<file path="src/rtl/hex_scan_mux.sv">
// hex_scan_mux: scans a multi-digit hex value onto one nibble bus,
// with active-low digit enables and frame-aligned value updates.
// Optional: HEX_SCAN_LEADING_ZERO_BLANK_EN blanks leading zero digits.
module hex_scan_mux #(
   parameter int NUM_DIGITS  = 4,
   parameter int REFRESH_DIV = 50000
) (
   input  logic                    clk,
   input  logic                    rst_n,
   input  logic [4*NUM_DIGITS-1:0] data_in,
   input  logic                    load,
   output logic                    pending,
   output logic                    ack,
   output logic [3:0]              hex,
   output logic [NUM_DIGITS-1:0]   digit_en
);

   localparam int PW = $clog2(REFRESH_DIV);
   localparam int IW = $clog2(NUM_DIGITS);
   localparam logic [PW-1:0] PRESC_MAX = PW'(REFRESH_DIV - 1);
   localparam logic [IW-1:0] IDX_MAX   = IW'(NUM_DIGITS - 1);

   logic [PW-1:0]           presc;
   logic [IW-1:0]           idx;
   logic [4*NUM_DIGITS-1:0] shadow;
   logic [4*NUM_DIGITS-1:0] disp;
   logic                    tick;
   logic                    frame;
   logic [3:0]              cur_nib;
   logic                    blank;

   // tick ends a digit slot; a tick on the last digit ends the frame
   always_comb begin
      tick    = (presc == PRESC_MAX);
      frame   = tick && (idx == IDX_MAX);
      cur_nib = disp[4*idx +: 4];
   end

`ifdef HEX_SCAN_LEADING_ZERO_BLANK_EN
   logic [NUM_DIGITS-1:0] zero_above;
   logic                  run;

   // zero_above[i]: nibbles i..top of disp are all zero
   always_comb begin
      zero_above = '0;
      run        = 1'b1;
      for (int i = NUM_DIGITS - 1; i >= 0; i--) begin
         run           = run && (disp[4*i +: 4] == 4'h0);
         zero_above[i] = run;
      end
      blank = (idx != '0) && zero_above[idx];
   end
`else
   // every digit is lit in its slot
   always_comb begin
      blank = 1'b0;
   end
`endif

   // prescaler and digit index
   always_ff @(posedge clk) begin
      if (!rst_n) begin
         presc <= '0;
         idx   <= '0;
      end else if (tick) begin
         presc <= '0;
         idx   <= (idx == IDX_MAX) ? '0 : idx + 1'b1;
      end else begin
         presc <= presc + 1'b1;
      end
   end

   // capture into shadow; hand over to disp only at a frame boundary
   always_ff @(posedge clk) begin
      if (!rst_n) begin
         shadow  <= '0;
         disp    <= '0;
         pending <= 1'b0;
         ack     <= 1'b0;
      end else if (load) begin
         shadow  <= data_in;
         pending <= 1'b1;
         ack     <= 1'b0;
      end else if (frame && pending) begin
         disp    <= shadow;
         pending <= 1'b0;
         ack     <= 1'b1;
      end else begin
         ack     <= 1'b0;
      end
   end

   // registered nibble and one-cold digit enable for the current slot
   always_ff @(posedge clk) begin
      if (!rst_n) begin
         hex      <= 4'h0;
         digit_en <= '1;
      end else begin
         hex      <= cur_nib;
         digit_en <= blank ? '1 : ~(NUM_DIGITS'(1) << idx);
      end
   end

endmodule

</file>
<file path="config.mk">
export PLATFORM = sky130hd
export DESIGN_NAME = hex_scan_mux
export DESIGN_NICKNAME = d
export VERILOG_FILES = /design/src/rtl/hex_scan_mux.sv
export SDC_FILE = /design/constraint.sdc
export NUM_CORES = 1
export LEC_CHECK = 0
export BUFFER_PORTS_ARGS = -buffer_cell sky130_fd_sc_hd__buf_2
export CORE_MARGIN = 4
export CORE_UTILIZATION = 61
export CTS_CLUSTER_DIAMETER = 120
export DETAILED_ROUTE_END_ITERATION = 10
export PLACE_DENSITY = 0.79
export SLEW_MARGIN = 25
export SYNTH_ARGS = -nofsm -noshare
export SYNTH_HDL_FRONTEND = slang
export SYNTH_SLANG_ARGS = --single-unit
</file>
<file path="constraint.sdc">
create_clock -name clk -period 5.4 [get_ports clk]
set_input_delay 0.81 -clock clk [delete_from_list [all_inputs] [get_ports clk]]
set_output_delay 0.81 -clock clk [all_outputs]
set_load 0.01 [all_outputs]
</file>
# [After elaboration in Yosys (flattened, before gate mapping)]
# Cells that the tools add are included.
# W data, S select, Z words.
[totals] reg_bits=60 inputBits=19 out_inout_bits=10 word_cells=27
[classes] add_sub_neg=2 n_eq_ne=2 shifts=2 muxes=4 bitwise_logic=3 n_reduce_logical=6
[op_table] operator="$add A16 B1 Y16 const B" n=1
[op_table] operator="$eq A16 B16 Y1 const B" n=1
[op_table] operator="$shiftx A16 B5 Y4" n=1
[op_table] operator="$not A4 Y4" n=1
[op_table] operator="$reduce_or A2 Y1" n=2
[op_table] operator="$shl A1 B2 Y4 const A" n=1
[op_table] operator="$mux W1" n=3
[op_table] operator="$add A2 B1 Y2 const B" n=1
[op_table] operator="$eq A2 B2 Y1 const B" n=1
[op_table] operator="$logic_and A1 B1 Y1" n=2
[op_table] operator="$mux W2" n=1
[op_table] operator="$not A1 Y1" n=2
[op_table] operator="$reduce_and A2 Y1" n=1
[op_table] operator="$reduce_bool A2 Y1" n=1

# [Longest topological paths before layout]
[depth] depth_word=5 depth_mapped=7 mapped_depth_nobuf=5

# [Worst setup path before layout]
# Ideal clock, no wire load.
[synth_path] kind="input -> register" from="input port load" to="register disp[6]" setup_ps=76 t_arrival_ps=2105 t_required_ps=5324 path_slack_ps=3219 stages=7 n_path_buf=3 cell_sequence="clkbuf_1 nor2b_1 and2_1 clkbuf_1 clkbuf_1 nand3_1 a21boi_0"
[synth_via] elab_chain_len=2
[synth_lines] item="start: declaration" line_no="11" source="input logic load,"
[synth_lines] item="$not A1 Y1 (no source line)"
[synth_lines] item="$reduce_and A2 Y1 (no source line)"
[synth_lines] item="end signal: assignment" line_no="85" source="disp <= shadow;"
[synth_lines] item="end: declaration" line_no="26" source="logic [4*NUM_DIGITS-1:0] disp;"
# Every way passes these cells.
# A chain may end at the register's enable or synchronous reset.

# [Worst setup path after layout]
[layout_path] from="register presc[4]" to="register disp[3]"
[layout_via] elab_chain_len=4
[layout_lines] item="start: declaration" line_no="23" source="logic [PW-1:0] presc;"
[layout_lines] item="start signal: assignment" line_no="69" source="presc <= presc + 1'b1;"
[layout_lines] item="$eq A16 B16 Y1" line_no="34" source="tick = (presc == PRESC_MAX);"
[layout_lines] item="$logic_and A1 B1 Y1" line_no="35" source="frame = tick && (idx == IDX_MAX);"
[layout_lines] item="$logic_and A1 B1 Y1" line_no="84" source="end else if (frame && pending) begin"
[layout_lines] item="$reduce_and A2 Y1 (no source line)"
# Every way passes these cells.

==> impl_metrics.ini <==
[grt]
grt_remaining_overflow = 0
maximum_number_of_pins_on_one_net_before_global_route_repair = 48
wire_length_of_the_first_global_routing_pass_um = 7960
grt_util_all_layers_pct = 19.6
grt_pass1_vias = 1762
grt_antenna_before_repair = 0

[clock_network]
holdBufCountCts = 0
numClockSinks = 60
cts_tree = yes
cts.repair_timing.setup_buffer_count = 0
cts-htree-levels = 3
numCtsBuffers = 9
clkSlewWorstSetupHoldPaths_ps = 60
cts_resized = 0
clk-insertion-delay-late_ps = 320
clk_root_buffer_cell = sky130_fd_sc_hd__clkbuf_8
ctsLongestPathBuffers = 2

[setup_path]
cp-end-kind = register
required_time_worst_endpoint_ps = 5640
worst_ep_arrival_time_ps = 2540
rr_startpoint = presc[4]
register_to_register_setup_slack_ps = 3100
critPathCapture = disp[3]
startpoint = presc[4]
critical_path.reg2reg.endpoint = disp[3]
worstRegToRegCells = 4
path_class = reg2reg
crit_fanout = 19
critical_path.startpoint_type = register

[placement]
port-buffer-count = 28
place.detailed.hpwl_um = 3040
post_dp_cell_area_mm2 = 0.00260
gp_congestion = 0.868

[layout]
fin_util_pct = 73.2
drive_above_1_share_pct = 17.7
n_antenna_cell = 0
syn_to_final_growth_pct = 12.5
finish.net_count = 296
finish.instance_area_mm2 = 0.00278

[synthesis]
yosysTopAreaCellShare_pct = 48.6
synth_fp_nets = 273
post_synth.cell_area_avg_um2 = 9.92
syn_inst = 249
synth_top_cells_by_area = sky130_fd_sc_hd__dfxtp_1 (49%), sky130_fd_sc_hd__mux2i_1 (6.5%), sky130_fd_sc_hd__nor2b_1 (4.3%)
synth.cell_area_mm2 = 0.00247
yosysTopAreaCell = sky130_fd_sc_hd__dfxtp_1
postSynthRegisterBits = 60
synth_commonest_cells = sky130_fd_sc_hd__dfxtp_1 (60), sky130_fd_sc_hd__nand3_1 (21), sky130_fd_sc_hd__nor2b_1 (17), sky130_fd_sc_hd__o21ai_0 (17)
synth_enable_flop_cells = 0
prevailing_post_synth_register_cell = sky130_fd_sc_hd__dfxtp_1
synth_async_sr_flop_share_pct = 0
synth_sequential_area_ratio_pct = 48.6
synthMostInstantiatedCell = sky130_fd_sc_hd__dfxtp_1
synth_cell_types = 32
yosysWarnings = 0

[job]
maxCapViolations = 0

[timing]
tightest_slew_ps = 941
slew_headroom_pct = 36.8
finalCritPeriodShare_pct = 42.6
timing.final.max_slew_violations = 0
final_period_minus_worst_setup_slack_ps = 2300
setup_repair_after_global_routing_missed_its_margin = false
number_of_setup_violations_in_the_final_report = 0
finClkSkew_ps = 3.97
fmax_ghz = 0.435
fin_setup_tns_ps = 0
final_hold_viol_count = 0

[route]
detail_route.first_pass.iterations = 4
via_per_inst = 5.59
routed-via-count = 1816
drt-initial-drc-count = 145
wl_per_cell_um = 14.2
route.final.wire_length_um = 4610
number_of_remaining_drc_errors = 0
drt.antenna.violating_nets = 0

[power]
powerDensity_mw_per_mm2 = 306
seqPwrFrac_pct = 53.9
total_power_consumption_of_the_routed_design_w = 0.000852
switching_power_w = 0.000177
power_switching_share_pct = 20.8
power.leakage_nw = 1.05
fraction_of_power_consumed_by_the_clock_network_pct = 42.0
max-vdd-ir-drop_mv = 0.255
power.internal_w = 0.000675
combPwrFrac_pct = 4.0

[die]
starting_density_pct = 65.1
design.portCount = 29
dieWidth_um = 71.6
core-area_mm2 = 0.00380
dieHeight_um = 71.6
std_cell_rows = 22
die-area_mm2 = 0.00513

[hold_path]
hold_path_class = reg2reg

[run_status]
status = finished, final reports clean
-- kinds of logic after synthesis --
kind of cell,share of synthesized area (%)
AND/OR/NAND/NOR,21.3
flip-flops,48.6
AO/OA/AOI/OAI,9.11
multiplexers,10.1
buffers and inverters,3.39
XOR/XNOR,4.96
adder cells (fa/ha/maj),2.53
-- placed cells by master (no fill, tap or decap), drive strengths merged, types with 9 or more instances in the layout --
cell type | Yosys | routed
a21boi | 18 | 18
buf | 3 | 28
clkbuf | 13 | 15
dfxtp | 60 | 60
mux2i | 16 | 16
nand2 | 13 | 13
nand3 | 21 | 21
nor2 | 16 | 16
nor2b | 17 | 17
o21ai | 17 | 17
xnor2 | 9 | 9
-- state kept, by name (all words and copies together) (netlist names) --
| name | flops |
|---|---|
| ack | 1 |
| digit_en | 4 |
| disp | 16 |
| hex | 4 |
| idx | 2 |
| pending | 1 |
| presc | 16 |
| shadow | 16 |
-- power by group through the flow --
stage | sequential, W | clock, W | combinational (W)
finish | 0.000459 | 0.000358 | 0.0000341
global route | 0.000461 | 0.000388 | 0.0000384
global placement | 0.000469 | 0 | 0.0000337
CTS | 0.000459 | 0.000369 | 0.0000347
detailed placement | 0.000469 | 0 | 0.0000346
floorplan | 0.000468 | 0 | 0.0000243
-- metrics by stage --
| step | hold slack [ps] | std cells | setup slack, ps |
|---|---|---|---|
| after floorplan | 437 | 249 | 3220 |
| after global placement | 457 | 309 | 3190 |
| after global routing | 501 | 325 | 2900 |
| final | 476 | 325 | 3100 |
| after CTS | 479 | 325 | 3090 |
| after detailed placement | 466 | 309 | 3060 |
-- worst max-delay path, stage by stage, from the launching register on --
cell	delay (ps)
sky130_fd_sc_hd__dfxtp_1	380
sky130_fd_sc_hd__or4b_4	590
sky130_fd_sc_hd__nor4_4	860
sky130_fd_sc_hd__nand3_1	180
sky130_fd_sc_hd__a21boi_0	210
-- metal layers --
layer  global-route usage, %  part of all wire (%)  vias to the layer above
li1                        -                     -                      909
met4                    7.72                  0.48                        0
met5                       0                     0                        -
met3                    6.03                   5.4                        2
met2                    31.2                    49                       44
met1                    24.9                    45                      861
-- worst min-delay path by stage --
| stage | end | slack (ps) | depth (start not counted) | startpoint |
|---|---|---|---|---|
| floorplan | presc[0] | 440 | 1 | presc[0] |
| detailed placement | disp[10] | 470 | 2 | shadow[10] |
| global route | disp[14] | 500 | 2 | disp[14] |
| global placement | presc[0] | 460 | 1 | presc[0] |
| CTS | disp[14] | 480 | 2 | shadow[14] |
| finish | disp[14] | 480 | 2 | shadow[14] |
-- area by class of cell --
cell class	count	area (um^2)
Tap cell	48	60.1
Clock buffer	15	176
Multi-Input combinational cell	170	1190
Clock inverter	1	5.00
Sequential cell	60	1200
Fill cell	304	1020
Inverter	3	11.3
Timing Repair Buffer	28	140
Note: power is estimated with default switching activity, not from simulation.
